<file path="src/rtl/n64_pkg.sv">
// n64_pkg
//   Shared definitions for the N64 button event path: word widths, the
//   event field layout and a lowest-set-bit helper used by the scanner.
//   Event word layout: [4] = 1 press / 0 release, [3:0] = button index.
package n64_pkg;

  localparam int N64_BTN_W         = 16;
  localparam int N64_IDX_W         = 4;
  localparam int N64_EVT_W         = 5;
  localparam int N64_EVT_PRESS_BIT = 4;
  localparam int N64_EVT_IDX_LSB   = 0;
  localparam int N64_EVT_IDX_MSB   = 3;
  localparam int N64_CNT_W         = 4;
  localparam int N64_ERR_W         = 8;

  typedef struct packed {
    logic                 press;
    logic [N64_IDX_W-1:0] idx;
  } n64_evt_t;

  // Index of the lowest set bit; 0 when the vector is empty (callers gate
  // on a non-zero vector).
  function automatic logic [N64_IDX_W-1:0] n64_lowest_idx(input logic [N64_BTN_W-1:0] v);
    n64_lowest_idx = '0;
    for (int i = N64_BTN_W - 1; i >= 0; i--) begin
      if (v[i]) n64_lowest_idx = N64_IDX_W'(i);
    end
  endfunction

endpackage

</file>
<file path="src/rtl/n64_evt_fifo.sv">
// n64_evt_fifo
//   Synchronous first-word-fall-through FIFO for button events.
//   Ports:
//     clk, rst       clock, synchronous active-high reset (empties the FIFO)
//     push, din      write request and data; ignored when full unless a pop
//                    happens in the same cycle
//     full           no free entry
//     pop            read request; ignored when empty
//     dout           head entry, valid whenever empty = 0
//     empty          no entry stored
//     count          occupancy 0..DEPTH
module n64_evt_fifo #(
  parameter int DEPTH = 8,
  parameter int WIDTH = n64_pkg::N64_EVT_W
) (
  input  logic                     clk,
  input  logic                     rst,
  input  logic                     push,
  input  logic [WIDTH-1:0]         din,
  output logic                     full,
  input  logic                     pop,
  output logic [WIDTH-1:0]         dout,
  output logic                     empty,
  output logic [$clog2(DEPTH):0]   count
);

  localparam int AW = $clog2(DEPTH);
  localparam int CW = AW + 1;

  logic [WIDTH-1:0] mem_q [DEPTH];
  logic [AW-1:0]    wr_ptr_q, wr_ptr_d;
  logic [AW-1:0]    rd_ptr_q, rd_ptr_d;
  logic [CW-1:0]    count_q, count_d;
  logic             do_push, do_pop;

  // A push while full is accepted only when the head leaves in the same
  // cycle. A push into an empty FIFO becomes visible the following cycle.
  always_comb begin
    do_pop   = pop && (count_q != '0);
    do_push  = push && ((count_q != CW'(DEPTH)) || do_pop);
    wr_ptr_d = do_push ? wr_ptr_q + AW'(1) : wr_ptr_q;
    rd_ptr_d = do_pop  ? rd_ptr_q + AW'(1) : rd_ptr_q;
    count_d  = count_q;
    case ({do_push, do_pop})
      2'b10:   count_d = count_q + CW'(1);
      2'b01:   count_d = count_q - CW'(1);
      default: count_d = count_q;
    endcase
  end

  always_ff @(posedge clk) begin
    if (rst) begin
      wr_ptr_q <= '0;
      rd_ptr_q <= '0;
      count_q  <= '0;
    end else begin
      wr_ptr_q <= wr_ptr_d;
      rd_ptr_q <= rd_ptr_d;
      count_q  <= count_d;
    end
  end

  // Storage needs no reset: nothing is read while the FIFO is empty.
  always_ff @(posedge clk) begin
    if (do_push) mem_q[wr_ptr_q] <= din;
  end

  assign dout  = mem_q[rd_ptr_q];
  assign empty = (count_q == '0);
  assign full  = (count_q == CW'(DEPTH));
  assign count = count_q;

endmodule

</file>
<file path="src/rtl/n64_button_events.sv">
// n64_button_events
//   Debounces raw N64 controller frames and turns every accepted change of
//   button state into press/release events queued in a FWFT FIFO.
//   Ports:
//     clk, rst                     fabric clock, synchronous active-high reset
//     frame_valid/_error/_data     frame strobe from the button reader
//     buttons_stable               debounced button state
//     evt_valid, evt_data,
//     evt_ready                    event stream, head moves when valid & ready
//     err_count                    saturating count of corrupt frames
//     LED                          [3:0] FIFO occupancy (sat. 15), [4] any button held
//   Handshake: an event transfers on a clk edge where evt_valid and
//   evt_ready are both 1; evt_data holds while evt_valid=1 and evt_ready=0.
module n64_button_events
  import n64_pkg::*;
#(
  parameter int DEBOUNCE_FRAMES = 2,
  parameter int FIFO_DEPTH      = 8
) (
  input  logic                 clk,
  input  logic                 rst,
  input  logic                 frame_valid,
  input  logic                 frame_error,
  input  logic [N64_BTN_W-1:0] frame_data,
  output logic [N64_BTN_W-1:0] buttons_stable,
  output logic                 evt_valid,
  output logic [N64_EVT_W-1:0] evt_data,
  input  logic                 evt_ready,
  output logic [N64_ERR_W-1:0] err_count,
  output logic [4:0]           LED
);

  localparam logic [N64_CNT_W-1:0] DEB_TH  = N64_CNT_W'(DEBOUNCE_FRAMES);
  localparam logic [N64_CNT_W-1:0] CNT_MAX = '1;
  localparam logic [N64_ERR_W-1:0] ERR_MAX = '1;
  localparam int FCW = $clog2(FIFO_DEPTH) + 1;

  logic [N64_BTN_W-1:0] candidate_q, candidate_d;
  logic [N64_CNT_W-1:0] count_q, count_d;
  logic [N64_BTN_W-1:0] stable_q, stable_d;
  logic [N64_BTN_W-1:0] pending_q, pending_d;
  logic [N64_BTN_W-1:0] snapshot_q, snapshot_d;
  logic [N64_ERR_W-1:0] err_q, err_d;

  logic                 good_frame, bad_frame, commit;
  logic                 fifo_full, fifo_empty, fifo_pop, can_accept, scan_push;
  logic [N64_IDX_W-1:0] scan_idx;
  n64_evt_t             scan_evt;
  logic [N64_EVT_W-1:0] fifo_dout;
  logic [FCW-1:0]       fifo_count;
  logic [3:0]           led_occ;

  assign good_frame = frame_valid && !frame_error;
  assign bad_frame  = frame_valid && frame_error;
  assign fifo_pop   = !fifo_empty && evt_ready;
  // A full FIFO still takes a push when its head leaves this cycle.
  assign can_accept = !fifo_full || fifo_pop;
  assign scan_idx   = n64_lowest_idx(pending_q);
  assign scan_push  = (pending_q != '0) && can_accept;
  // A new state is committed only once the previous change set is fully
  // queued, so snapshot and pending always describe one commit.
  assign commit     = (count_q >= DEB_TH) && (candidate_q != stable_q) && (pending_q == '0);

  always_comb begin
    scan_evt.press = snapshot_q[scan_idx];
    scan_evt.idx   = scan_idx;
  end

  always_comb begin
    candidate_d = candidate_q;
    count_d     = count_q;
    stable_d    = stable_q;
    pending_d   = pending_q;
    snapshot_d  = snapshot_q;
    err_d       = err_q;

    if (good_frame) begin
      if (frame_data == candidate_q) begin
        count_d = (count_q == CNT_MAX) ? CNT_MAX : count_q + N64_CNT_W'(1);
      end else begin
        candidate_d = frame_data;
        count_d     = N64_CNT_W'(1);
      end
    end else if (bad_frame) begin
      count_d = '0;
      err_d   = (err_q == ERR_MAX) ? ERR_MAX : err_q + N64_ERR_W'(1);
    end

    // commit requires pending == 0, so it never coincides with a scan step.
    if (commit) begin
      stable_d   = candidate_q;
      pending_d  = stable_q ^ candidate_q;
      snapshot_d = candidate_q;
    end else if (scan_push) begin
      pending_d = pending_q & ~(N64_BTN_W'(1) << scan_idx);
    end
  end

  always_ff @(posedge clk) begin
    if (rst) begin
      candidate_q <= '0;
      count_q     <= '0;
      stable_q    <= '0;
      pending_q   <= '0;
      snapshot_q  <= '0;
      err_q       <= '0;
    end else begin
      candidate_q <= candidate_d;
      count_q     <= count_d;
      stable_q    <= stable_d;
      pending_q   <= pending_d;
      snapshot_q  <= snapshot_d;
      err_q       <= err_d;
    end
  end

  n64_evt_fifo #(
    .DEPTH (FIFO_DEPTH),
    .WIDTH (N64_EVT_W)
  ) u_fifo (
    .clk   (clk),
    .rst   (rst),
    .push  (scan_push),
    .din   (scan_evt),
    .full  (fifo_full),
    .pop   (fifo_pop),
    .dout  (fifo_dout),
    .empty (fifo_empty),
    .count (fifo_count)
  );

  always_comb begin
    if (int'(fifo_count) > 15) led_occ = 4'd15;
    else                       led_occ = 4'(fifo_count);
  end

  assign buttons_stable = stable_q;
  assign evt_valid      = !fifo_empty;
  assign evt_data       = fifo_dout;
  assign err_count      = err_q;
  assign LED            = {|stable_q, led_occ};

endmodule

</file>
<file path="config.mk">
export PLATFORM = sky130hd
export DESIGN_NAME = n64_button_events
export DESIGN_NICKNAME = d
export VERILOG_FILES = /design/src/rtl/n64_pkg.sv /design/src/rtl/n64_evt_fifo.sv /design/src/rtl/n64_button_events.sv
export SDC_FILE = /design/constraint.sdc
export NUM_CORES = 1
export LEC_CHECK = 0
export CAP_MARGIN = 0
export CORE_AREA = 8 8 110 112
export CTS_BUF_LIST = sky130_fd_sc_hd__clkbuf_8
export DETAILED_ROUTE_END_ITERATION = 8
export DIE_AREA = 0 0 118 120
export GPL_ROUTABILITY_DRIVEN = 0
export GPL_TIMING_DRIVEN = 0
export PLACE_DENSITY_LB_ADDON = 0.08
export SLEW_MARGIN = 20
export SYNTH_ARGS = -nofsm -noshare
export SYNTH_HDL_FRONTEND = slang
export SYNTH_SLANG_ARGS = --single-unit
</file>
<file path="constraint.sdc">
create_clock -name clk -period 3.65 [get_ports clk]
set_input_delay 1.095 -clock clk [delete_from_list [all_inputs] [get_ports clk]]
set_output_delay 1.095 -clock clk [all_outputs]
set_load 0.01 [all_outputs]
</file>
==> metrics.md <==
| Metric | Value |
|---|---|
| Comb pwr share | `4.4%` |
| Overall die width | `between 100 and 150 µm` |
| Core Region | `10500 µm²` |
| Storage cell area | `~2700 µm²` |
| Total power | `2.53 mW` |
| Portion of total power attributed to the clock network | `43.5%` |
| CP required | `4.00 ns` |
| Sequential cell fraction of total power | `roughly 52%` |
| Number of fill cells | `921` |
| Final worst path period share | `a little over nine tenths` |
| F_max | `283 MHz` |
| DRT Pass-1 Iters | `8` |
| Count of placed standard cells including taps | `between 600 and 700` |
| Total DRC errors in the routed layout | `0` |
| Result of the run | `complete, no violations` |
| Overall global routing resource usage | `18.9%` |
| Half-perimeter wire length after placement | `9.65 mm` |
| Diodes inserted | `0` |
| Number of nets in the finished design | `595` |
| Critical Path Start Type | `input pin` |
| Ratio of routed vias to standard cells | `~5.8` |
| CP max-delay cell | `clkdlybuf4s50_1` |
| Largest fanout on the critical path | `10` |
| Number of flops mapped to enable cells by yosys | `40` |
| Detailed router's first-iteration violation count | `a little over 300` |
| Cell family with most CP delay | `buffers and inverters` |
| Total number of H-tree levels | `4` |
| Quantity of hold-fixing buffers added after cts | `0` |
| Rel. slew slack | `between 30% and 40%` |
| Mapped cell area | `5210 µm²` |
| Number of distinct library cell variants in the gate-level netlist after synthesis | `53` |
| Switching power | `602 µW` |
| Leading cell types in the layout, fill and taps excluded | `dfxtp_1, nand2_1, clkdlybuf4s50_1` |
| Number of buffers added for setup after CTS | `0` |
| Portion of the post-synthesis area used by sequential elements | `51.1%` |
| Proportion of register bits with asynchronous set or reset after synthesis | `0%` |
| Post-layout minimum cycle time | `3.53 ns` |
| Pwr per Cell Area | `401 nW/µm²` |
| Arrival time at the worst endpoint | `3.88 ns` |
| Cell Int Power | `approximately 1.9 mW` |
| Fraction of synthesized cell area taken by the top area cell type | `~28%` |
| Layout overhead on the synthesized area | `21.4%` |
| Fraction of layout instances using a drive strength above 1 | `between 10% and 20%` |
| Maximum capacitance violations | `0` |
| Crit Path Category | `in2reg` |
| Number of synthesis warnings | `0` |
| Inserted Clock Buffers | `17` |
| Leakage component of the power | `2.24 nW` |
| List of cells traversed by the critical path | `clkdlybuf4s50_1 -> nand2b_1 -> nor4_4 -> a21oi_1 -> clkbuf_4 -> clkinvlp_4 -> ha_1 -> ha_1 -> a21o_1 -> a21oi_1 -> xnor2_1 -> or3_1 -> a21oi_1` |
| Average detailed-routed wire length per instance | `18.2 µm` |
| Initial standard-cell utilization of the core | `49.6%` |
| Number of buffer and inverter stages on the critical path | `3` |
| Yosys top cell by area | `dfxtp_1` |
| Full die area | `14200 µm²` |
| Switching fraction of total power | `23.8%` |
| Port Buffers | `53` |
| TritonCTS Sinks | `roughly 110` |
| Setup repair after global routing missed its margin | `yes` |
| Max Buffers Root-to-Sink | `2` |
| Final design instance area without fill | `6320 µm²` |
| Cell Area, Placed | `5930 µm²` |
| Total grt overflow | `0` |
| Vertical die dimension | `120 µm` |
| Wire length of the first global-routing pass | `between 20 and 25 mm` |
| Worst-case clock skew | `roughly 0.018 ns` |
| Top cell by count, worst path | `a21oi_1` |
| Most used flip-flop cell after synthesis | `dfxtp_1` |
| Maximum ir drop on the vdd rail | `0.193 mV` |
| Vias in the first global route | `4097` |
| Antenna Nets Post-Route | `0` |
| Via count | `4132` |
| Total area of multi-input combinational cells | `about 2400 µm²` |
| TritonCTS clock tree | `done` |
| Sort of element at the end of the critical path | `register` |
| Slew Viols, Final | `0` |
| Flip-flop and latch count after synthesis | `113` |
| Fin. Hold Viols | `0` |
| Count of endpoints failing setup in the final report | `0` |
| Biggest area contributors in the synthesized netlist | `dfxtp_1, edfxtp_1, a21oi_1` |
| Buffer type at the clock tree root | `clkbuf_8` |
| Clk pin slew, worst setup/hold paths | `0.07 ns` |
| Core utilization of the finished layout | `60.2%` |
| Worst Hold Class | `reg2reg` |
| Number of top-level pins | `56` |
| Largest net degree at the start of global routing | `17` |
| Post-Synthesis Cells | `slightly below 500` |
| Synthesized net count | `525` |
| Final Instance Count excl. Fillers | `718` |
| Mean instance size in the synthesized netlist | `10.5 µm²` |
| Number of rows in the core area | `38` |
| Maximum single-stage delay on the critical path | `about 0.47 ns` |
| Worst hold margin | `about 0.48 ns` |
| Detailed Route WL | `13.1 mm` |
| Initial antenna violation count | `0` |
| Most frequent standard cell in the layout excluding fill and tap cells | `dfxtp_1` |
| Clock latency at the later pin of the worst-skew pair | `0.43 ns` |
| Slew @ Worst Pin | `0.969 ns` |
## worst reg2reg max path, stage by stage (launching register included)
cell        delay (ns)
dfxtp_1           0.35
nor4_1            0.53
and3_1            0.32
a21oi_1           0.10
clkbuf_4          0.24
clkinvlp_4        0.17
ha_1              0.22
ha_1              0.24
a21o_1            0.17
a21oi_1           0.18
xnor2_1           0.11
or3_1             0.31
a21oi_1           0.13
## flip-flops by register name, indices dropped and copies added (netlist names), named ones only
signal	flops
u_fifo.mem_q	40
candidate_q	16
pending_q	16
snapshot_q	16
err_count	8
count_q	4
u_fifo.count	4
u_fifo.rd_ptr_q	3
u_fifo.wr_ptr_q	3
## synthesized netlist by cell type (4+ instances only)
| library cell | count |
|---|---|
| a2111oi_0 | 6 |
| a211oi_1 | 15 |
| a21oi_1 | 45 |
| a311oi_1 | 10 |
| and2_1 | 4 |
| clkbuf_1 | 13 |
| dfxtp_1 | 73 |
| edfxtp_1 | 40 |
| ha_1 | 8 |
| inv_1 | 10 |
| mux2_2 | 9 |
| mux2i_1 | 17 |
| mux4_2 | 10 |
| nand2_1 | 54 |
| nand3_1 | 8 |
| nand4_1 | 7 |
| nor2_1 | 50 |
| nor3_1 | 8 |
| nor4_1 | 15 |
| o21ai_0 | 5 |
| or4_1 | 4 |
| xnor2_1 | 19 |
| xor2_1 | 22 |
## layout make-up
class / instances / area share (%)
Multi-Input combinational cell: 350 / 38.6
Sequential cell: 113 / 42.1
Buffer: 18 / 1.46
Tap cell: 140 / 2.77
Inverter: 12 / 0.772
Clock inverter: 13 / 1.78
Timing Repair Buffer: 53 / 8.39
Clock buffer: 19 / 4.13
## cell families (layout without fill, tap and decap cells)
group                    Yosys count  count (layout)  share of synthesized area, %
flip-flops                       113             113                          51.1
AND/OR/NAND/NOR                  171             171                          15.8
XOR/XNOR                          41              41                          6.89
adder cells (fa/ha/maj)            9               9                          2.31
AO/OA/AOI/OAI                     92              92                          11.5
buffers and inverters             32             115                          2.71
multiplexers                      37              37                          9.75
## layer usage
layer | vias to the layer above | global-route usage, % | part of all wire [%]
li1 | 1967 | - | -
met1 | 1980 | 24.8 | 45
met2 | 163 | 29.5 | 47
met3 | 22 | 5.21 | 6.8
met4 | 0 | 6.33 | 1.5
met5 | - | 0 | 0
## metrics by stage
step           worst slack [ns]  TNS, ns
2_1_floorplan             0.461        0
3_3_place_gp             -0.849   -10.45
3_5_place_dp             -0.926    -5.94
4_1_cts                  0.0273        0
5_1_grt                 -0.0122  -0.0122
6_report                  0.122        0
## worst paths after layout
check                                         from               to  slack [ns]  cells past startpoint
worst max-delay path                     evt_ready  u_fifo.count[3]        0.12                     13
worst min-delay path            u_fifo.rd_ptr_q[1]         register        0.48                      2
worst max register to register       pending_q[15]  u_fifo.count[3]        0.53                     12
worst min register to register  u_fifo.rd_ptr_q[1]         register        0.48                      2
## power groups by stage
stage / logic (mW) / registers, mW / clock network, mW
finish: 0.111 / 1.32 / 1.10
global route: 0.120 / 1.32 / 1.17
CTS: 0.110 / 1.32 / 1.12
detailed placement: 0.110 / 1.35 / 0
global placement: 0.109 / 1.35 / 0
floorplan: 0.0631 / 1.34 / 0
## timing repair
action / 4_1_cts / 5_1_grt
endpoints found under the setup margin: 8 / 3
endpoints found under the hold margin: 0 / 0
resized for setup: 4 / 3
No activity file was read; power rests on OpenSTA's default activity.
